File: config.mk
export PLATFORM = sky130hd
export DESIGN_NAME = demux2x1_tdm
export DESIGN_NICKNAME = d
export VERILOG_FILES = /design/src/rtl/demux_tdm_pkg.sv /design/src/rtl/tdm_deser_lane.sv /design/src/rtl/demux2x1_tdm.sv
export SDC_FILE = /design/constraint.sdc
export NUM_CORES = 1
export LEC_CHECK = 0
export CAP_MARGIN = 20
export CORE_ASPECT_RATIO = 0.5
export CORE_MARGIN = 5
export CORE_UTILIZATION = 55
export CTS_CLUSTER_DIAMETER = 120
export DETAILED_ROUTE_END_ITERATION = 10
export HOLD_SLACK_MARGIN = 0.1
export PLACE_DENSITY = 0.82
export SYNTH_ARGS = -nofsm -noshare
export SYNTH_HDL_FRONTEND = slang
export SYNTH_SLANG_ARGS = --single-unit
File: constraint.sdc
create_clock -name clk -period 2.4 [get_ports clk]
set_input_delay 0.24 -clock clk [delete_from_list [all_inputs] [get_ports clk]]
set_output_delay 0.24 -clock clk [all_outputs]
set_load 0.02 [all_outputs]
File: src/rtl/demux_tdm_pkg.sv
// rtl/demux_tdm_pkg.sv - shared types and constants for the 2:1 TDM demultiplexer
// Purpose: lock state enum, default word width and frame length helper.
package demux_tdm_pkg;

  typedef enum logic {
    HUNT = 1'b0,
    RUN  = 1'b1
  } state_t;

  localparam int DEFAULT_WIDTH = 8;

  // One frame carries one word per channel, bits interleaved.
  function automatic int frame_len(input int w);
    return 2 * w;
  endfunction

endpackage

File: src/rtl/tdm_deser_lane.sv
// rtl/tdm_deser_lane.sv - one channel's serial-to-parallel word assembler
// Purpose: MSB-first shift register with clear and capture-to-output.
// Ports:
//   clk, rst   clock, synchronous active-high reset
//   en         shift din into the register this cycle
//   clr        discard the partial word; with en, din becomes the new first bit
//   cap        publish {shift[WIDTH-2:0], din} to dout this cycle
//   din        serial bit
//   dout       last published word
import demux_tdm_pkg::*;

module tdm_deser_lane #(
  parameter int WIDTH = DEFAULT_WIDTH
) (
  input  logic             clk,
  input  logic             rst,
  input  logic             en,
  input  logic             clr,
  input  logic             cap,
  input  logic             din,
  output logic [WIDTH-1:0] dout
);

  logic [WIDTH-1:0] shift;
  logic [WIDTH-1:0] shift_in;

  // The word including the bit arriving this cycle, so capture needs no extra cycle.
  assign shift_in = {shift[WIDTH-2:0], din};

  always_ff @(posedge clk) begin
    if (rst) begin
      shift <= '0;
      dout  <= '0;
    end else begin
      if (clr) begin
        shift <= en ? {{(WIDTH-1){1'b0}}, din} : '0;
      end else if (en) begin
        shift <= shift_in;
      end
      if (cap) begin
        dout <= shift_in;
      end
    end
  end

endmodule

File: src/rtl/demux2x1_tdm.sv
// rtl/demux2x1_tdm.sv - 2-channel bit-interleaved TDM demultiplexer with sync lock
// Purpose: locks to a frame sync, tracks the channel slot and reassembles
// one WIDTH-bit word per channel per frame.
// Ports:
//   clk, rst        clock, synchronous active-high reset
//   din, sync       serial interleaved data; sync marks ch0 MSB (frame position 0)
//   sel             slot of the bit sampled this cycle (0 while hunting)
//   locked          high while running
//   dout0, dout1    last completed word per channel
//   valid0, valid1  one-cycle strobes on word completion
//   err             one-cycle strobe: sync seen off position 0 while locked
import demux_tdm_pkg::*;

module demux2x1_tdm #(
  parameter int WIDTH = DEFAULT_WIDTH
) (
  input  logic             clk,
  input  logic             rst,
  input  logic             din,
  input  logic             sync,
  output logic             sel,
  output logic             locked,
  output logic [WIDTH-1:0] dout0,
  output logic [WIDTH-1:0] dout1,
  output logic             valid0,
  output logic             valid1,
  output logic             err
);

  localparam int FL = frame_len(WIDTH);
  localparam int CW = $clog2(FL);
  localparam logic [CW-1:0] LAST0 = CW'(FL - 2);
  localparam logic [CW-1:0] LAST1 = CW'(FL - 1);

  state_t        state, state_n;
  logic [CW-1:0] cnt, cnt_n;
  logic          load, resync;
  logic          en0, en1, cap0, cap1;

  always_comb begin
    state_n = state;
    cnt_n   = cnt;
    load    = 1'b0;
    resync  = 1'b0;
    en0     = 1'b0;
    en1     = 1'b0;
    cap0    = 1'b0;
    cap1    = 1'b0;
    case (state)
      HUNT: begin
        if (sync) begin
          load    = 1'b1;
          en0     = 1'b1;
          cnt_n   = CW'(1);
          state_n = RUN;
        end
      end
      RUN: begin
        // A misplaced sync restarts the frame and suppresses any completion
        // that would have happened at this position.
        if (sync && cnt != '0) begin
          resync = 1'b1;
          load   = 1'b1;
          en0    = 1'b1;
          cnt_n  = CW'(1);
        end else begin
          en0   = ~cnt[0];
          en1   = cnt[0];
          cap0  = (cnt == LAST0);
          cap1  = (cnt == LAST1);
          cnt_n = cap1 ? '0 : cnt + CW'(1);
        end
      end
      default: state_n = HUNT;
    endcase
  end

  always_ff @(posedge clk) begin
    if (rst) begin
      state  <= HUNT;
      cnt    <= '0;
      valid0 <= 1'b0;
      valid1 <= 1'b0;
      err    <= 1'b0;
    end else begin
      state  <= state_n;
      cnt    <= cnt_n;
      valid0 <= cap0;
      valid1 <= cap1;
      err    <= resync;
    end
  end

  assign locked = (state == RUN);
  assign sel    = (state == RUN) & cnt[0];

  tdm_deser_lane #(.WIDTH(WIDTH)) u_lane0 (
    .clk  (clk),
    .rst  (rst),
    .en   (en0),
    .clr  (load),
    .cap  (cap0),
    .din  (din),
    .dout (dout0)
  );

  tdm_deser_lane #(.WIDTH(WIDTH)) u_lane1 (
    .clk  (clk),
    .rst  (rst),
    .en   (en1),
    .clr  (load),
    .cap  (cap1),
    .din  (din),
    .dout (dout1)
  );

endmodule

==> impl_metrics.py <==
metrics = {
    "detailed_routing": {
        "finalWirelength_mm": 3.045,
        "firstDrtPassIters": 5,
        "wl_per_cell_um": 13.41,
        "drt_iter0_drc": 57,
        "ant_nets": 0,
        "via_per_inst": 5.524,
        "route.detailed.drc": 0,
        "via_count": 1254,
    },
    "synth": {
        "yosysMostFrequentCell": "dfxtp_1",
        "yosysTopAreaCell": "dfxtp_1",
        "yosys_warnings": 0,
        "synth-compound-area-share": 0.2039,
        "syn-cell-area_mm2": 0.001491,
        "async_flop_share": 0,
        "synth_commonest_cells": "dfxtp_1 (38), a21oi_1 (20), o21ai_0 (17), nand3_1 (16), nand2_1 (12)",
        "ys_seq_area_frac": 0.5101,
        "synth_nets": 172,
        "synth_edf_count": 0,
        "synth_top_family_by_area": "compound AO/OA/AOI/OAI gates",
        "ys_seq_elements": 38,
        "synth_xor_area_frac": 0,
        "yosys.area_share.simple": 0.1644,
        "ys_top_cells_by_area": "dfxtp_1 (51%), a21oi_1 (6.7%), o21ai_0 (5.7%), nand3_1 (5.4%), mux2i_1 (4.7%)",
        "synth-adder-area-share": 0.02517,
        "synth_flop_cell": "dfxtp_1",
        "syn_inst": 165,
        "syn_area_per_cell_um2": 9.039,
        "yosysTopAreaCellShare": 0.5101,
        "synth_cell_types": 29,
        "synthMuxAreaShare": 0.04698,
    },
    "floorplan": {
        "rows": 13,
        "dieArea_mm2": 0.003916,
        "initial_core_util": 0.5767,
        "fp.dieH_um": 46.82,
        "die_x_um": 83.65,
        "core-area_mm2": 0.002586,
        "io_pins": 25,
    },
    "critical_path": {
        "critPathCaptureType": "output pin",
        "worstPathRequired_ns": 2.16,
        "cp.arrival_ns": 1.89,
        "setup.worst_path.start_class": "register",
        "path_max_fanout": 14,
        "path_class": "reg2out",
    },
    "sta": {
        "slew_violations": 0,
        "rsz0062_at_grt": "false",
        "finClkSkew_ns": 0.006560,
        "setup_violations": 0,
        "tns_ns": 0,
        "min_period_over_period": 0.8882,
        "timing.final.crit_period_ns": 2.132,
        "max_freq_mhz": 469.1,
        "slew_headroom": 0.6565,
        "worst_slack_ns": 0.2684,
        "worst_pin_slew_ns": 0.5141,
        "finalHoldViolations": 0,
    },
    "clocking": {
        "root_buffer": "clkbuf_8",
        "tritoncts": "built",
        "cts_hold_buf": 0,
        "htreeDepth": 2,
        "cts_resized": 0,
        "clkTransAtPathRegs_ns": 0.07,
        "cts.sinks": 38,
        "numCtsBuffers": 5,
        "clockBufferDepth": 2,
        "postCtsSetupBuffers": 0,
        "clkLatencyLatePin_ns": 0.28,
    },
    "global_routing": {
        "track_usage": 0.1660,
        "grt_pass1_wl_mm": 5.092,
        "grt_pass1_vias": 1174,
        "grt_max_degree": 30,
        "overflow": 0,
        "antenna_found_initial": 0,
    },
    "place": {
        "gp_congestion": 0.8037,
        "io_buffers": 24,
        "place_ws_ns": 0.5894,
        "dp_hpwl_mm": 2.207,
    },
    "power": {
        "p_leak_uw": 0.0006455,
        "p_per_area_mw_per_mm2": 629.5,
        "max-vdd-ir-drop_mv": 0.4021,
    },
    "outcome": {
        "status": "finished clean",
    },
    "final_layout": {
        "nFillCells": 198,
        "nets": 196,
        "n_antenna_cell": 0,
        "drive_gt1_frac": 0.06842,
        "syn_to_final_growth_pct": 23.91,
    },
    "hold_path": {
        "hold_path.class": "reg2reg",
    },
    "run": {
        "max-cap-violations": 0,
    },
}
==> routing by layer <==
| layer | vias up | share of wire | GRT usage | wire length [µm] |
|---|---|---|---|---|
| met3 | 4 | 0.045 | 0.05779 | 136 |
| met4 | 0 | 0.011 | 0.06731 | 34 |
| li1 | 646 | - | - | - |
| met5 | - | 0 | 0 | 0 |
| met2 | 22 | 0.46 | 0.2891 | 1402 |
| met1 | 582 | 0.48 | 0.1970 | 1471 |
==> final timing paths <==
check / slack, ns / end / startpoint / cells after the start
worst max-delay path: 0.27 / sel / locked / 3
worst min-delay path: 0.48 / u_lane1.dout[1] / u_lane1.dout[1] / 2
worst max register to register: 0.65 / u_lane0.shift[2] / cnt[0] / 5
worst min register to register: 0.48 / u_lane1.dout[1] / u_lane1.dout[1] / 2
==> cells in the final DEF (no fill, tap or decap), drive strengths merged <==
master,netlist,final
nand2,12,12
and4b,1,1
and4bb,1,1
dfxtp,38,38
a211oi,2,2
nand3,16,16
nand4b,1,1
or4,1,1
nor2,4,4
mux2i,7,7
clkbuf,7,7
nor3,8,8
clkdlybuf4s50,0,24
o211ai,2,2
o2111ai,2,2
clkinv,1,2
a21oi,20,20
ha,3,3
o21ai,18,18
and3,1,1
nand2b,1,1
buf,3,3
a32o,1,1
o32ai,6,6
nor3b,1,1
inv,7,7
or3,1,1
==> logic make-up after synthesis <==
family / after synthesis
buffers and inverters: 18
adders and majority gates: 3
DFF: 38
muxes: 7
and+or+nand+nor: 48
AOI/OAI and AO/OA: 51
==> report_power, final <==
part / switching, µW / internal, µW / total, µW
Clock: 206 / 231 / 437
Combinational: 51.3 / 27.6 / 78.9
Sequential: 9.83 / 637 / 647
==> cell type report <==
| class | count | area, µm² | area share |
|---|---|---|---|
| Sequential cell | 38 | 760.7 | 0.4116 |
| Timing Repair Buffer | 27 | 262.8 | 0.1422 |
| Inverter | 8 | 30.03 | 0.01625 |
| Clock buffer | 7 | 86.33 | 0.04672 |
| Multi-Input combinational cell | 109 | 656.9 | 0.3555 |
| Tap cell | 37 | 46.29 | 0.02505 |
| Clock inverter | 1 | 5.005 | 0.002708 |
==> critical path, cell delays in order, from the launching register on <==
cell             delay (ns)
dfxtp_1                0.54
nand2_1                0.35
inv_1                  0.12
clkdlybuf4s50_1        0.60
==> through the flow <==
stage / total power (µW) / cells / utilization / area [µm²] / hold WS [ns]
3_3_place_gp: 737.8 / 219 / 0.6792 / 1757 / 0.4573
4_1_cts: 1174 / 227 / 0.7146 / 1848 / 0.4753
6_report: 1163 / 227 / 0.7146 / 1848 / 0.4755
5_1_grt: 1213 / 227 / 0.7146 / 1848 / 0.4899
2_1_floorplan: 714.8 / 165 / - / 1491 / 0.3185
3_5_place_dp: 739.7 / 219 / 0.6792 / 1757 / 0.4654
==> registers in the layout, indices dropped and copies added, names as in the netlist <==
signal and flops:
u_lane0.dout 8, u_lane0.shift 7, err 1, valid1 1
valid0 1, u_lane1.shift 7, cnt 4, u_lane1.dout 8
locked 1
No activity file was read; power rests on OpenSTA's default activity.
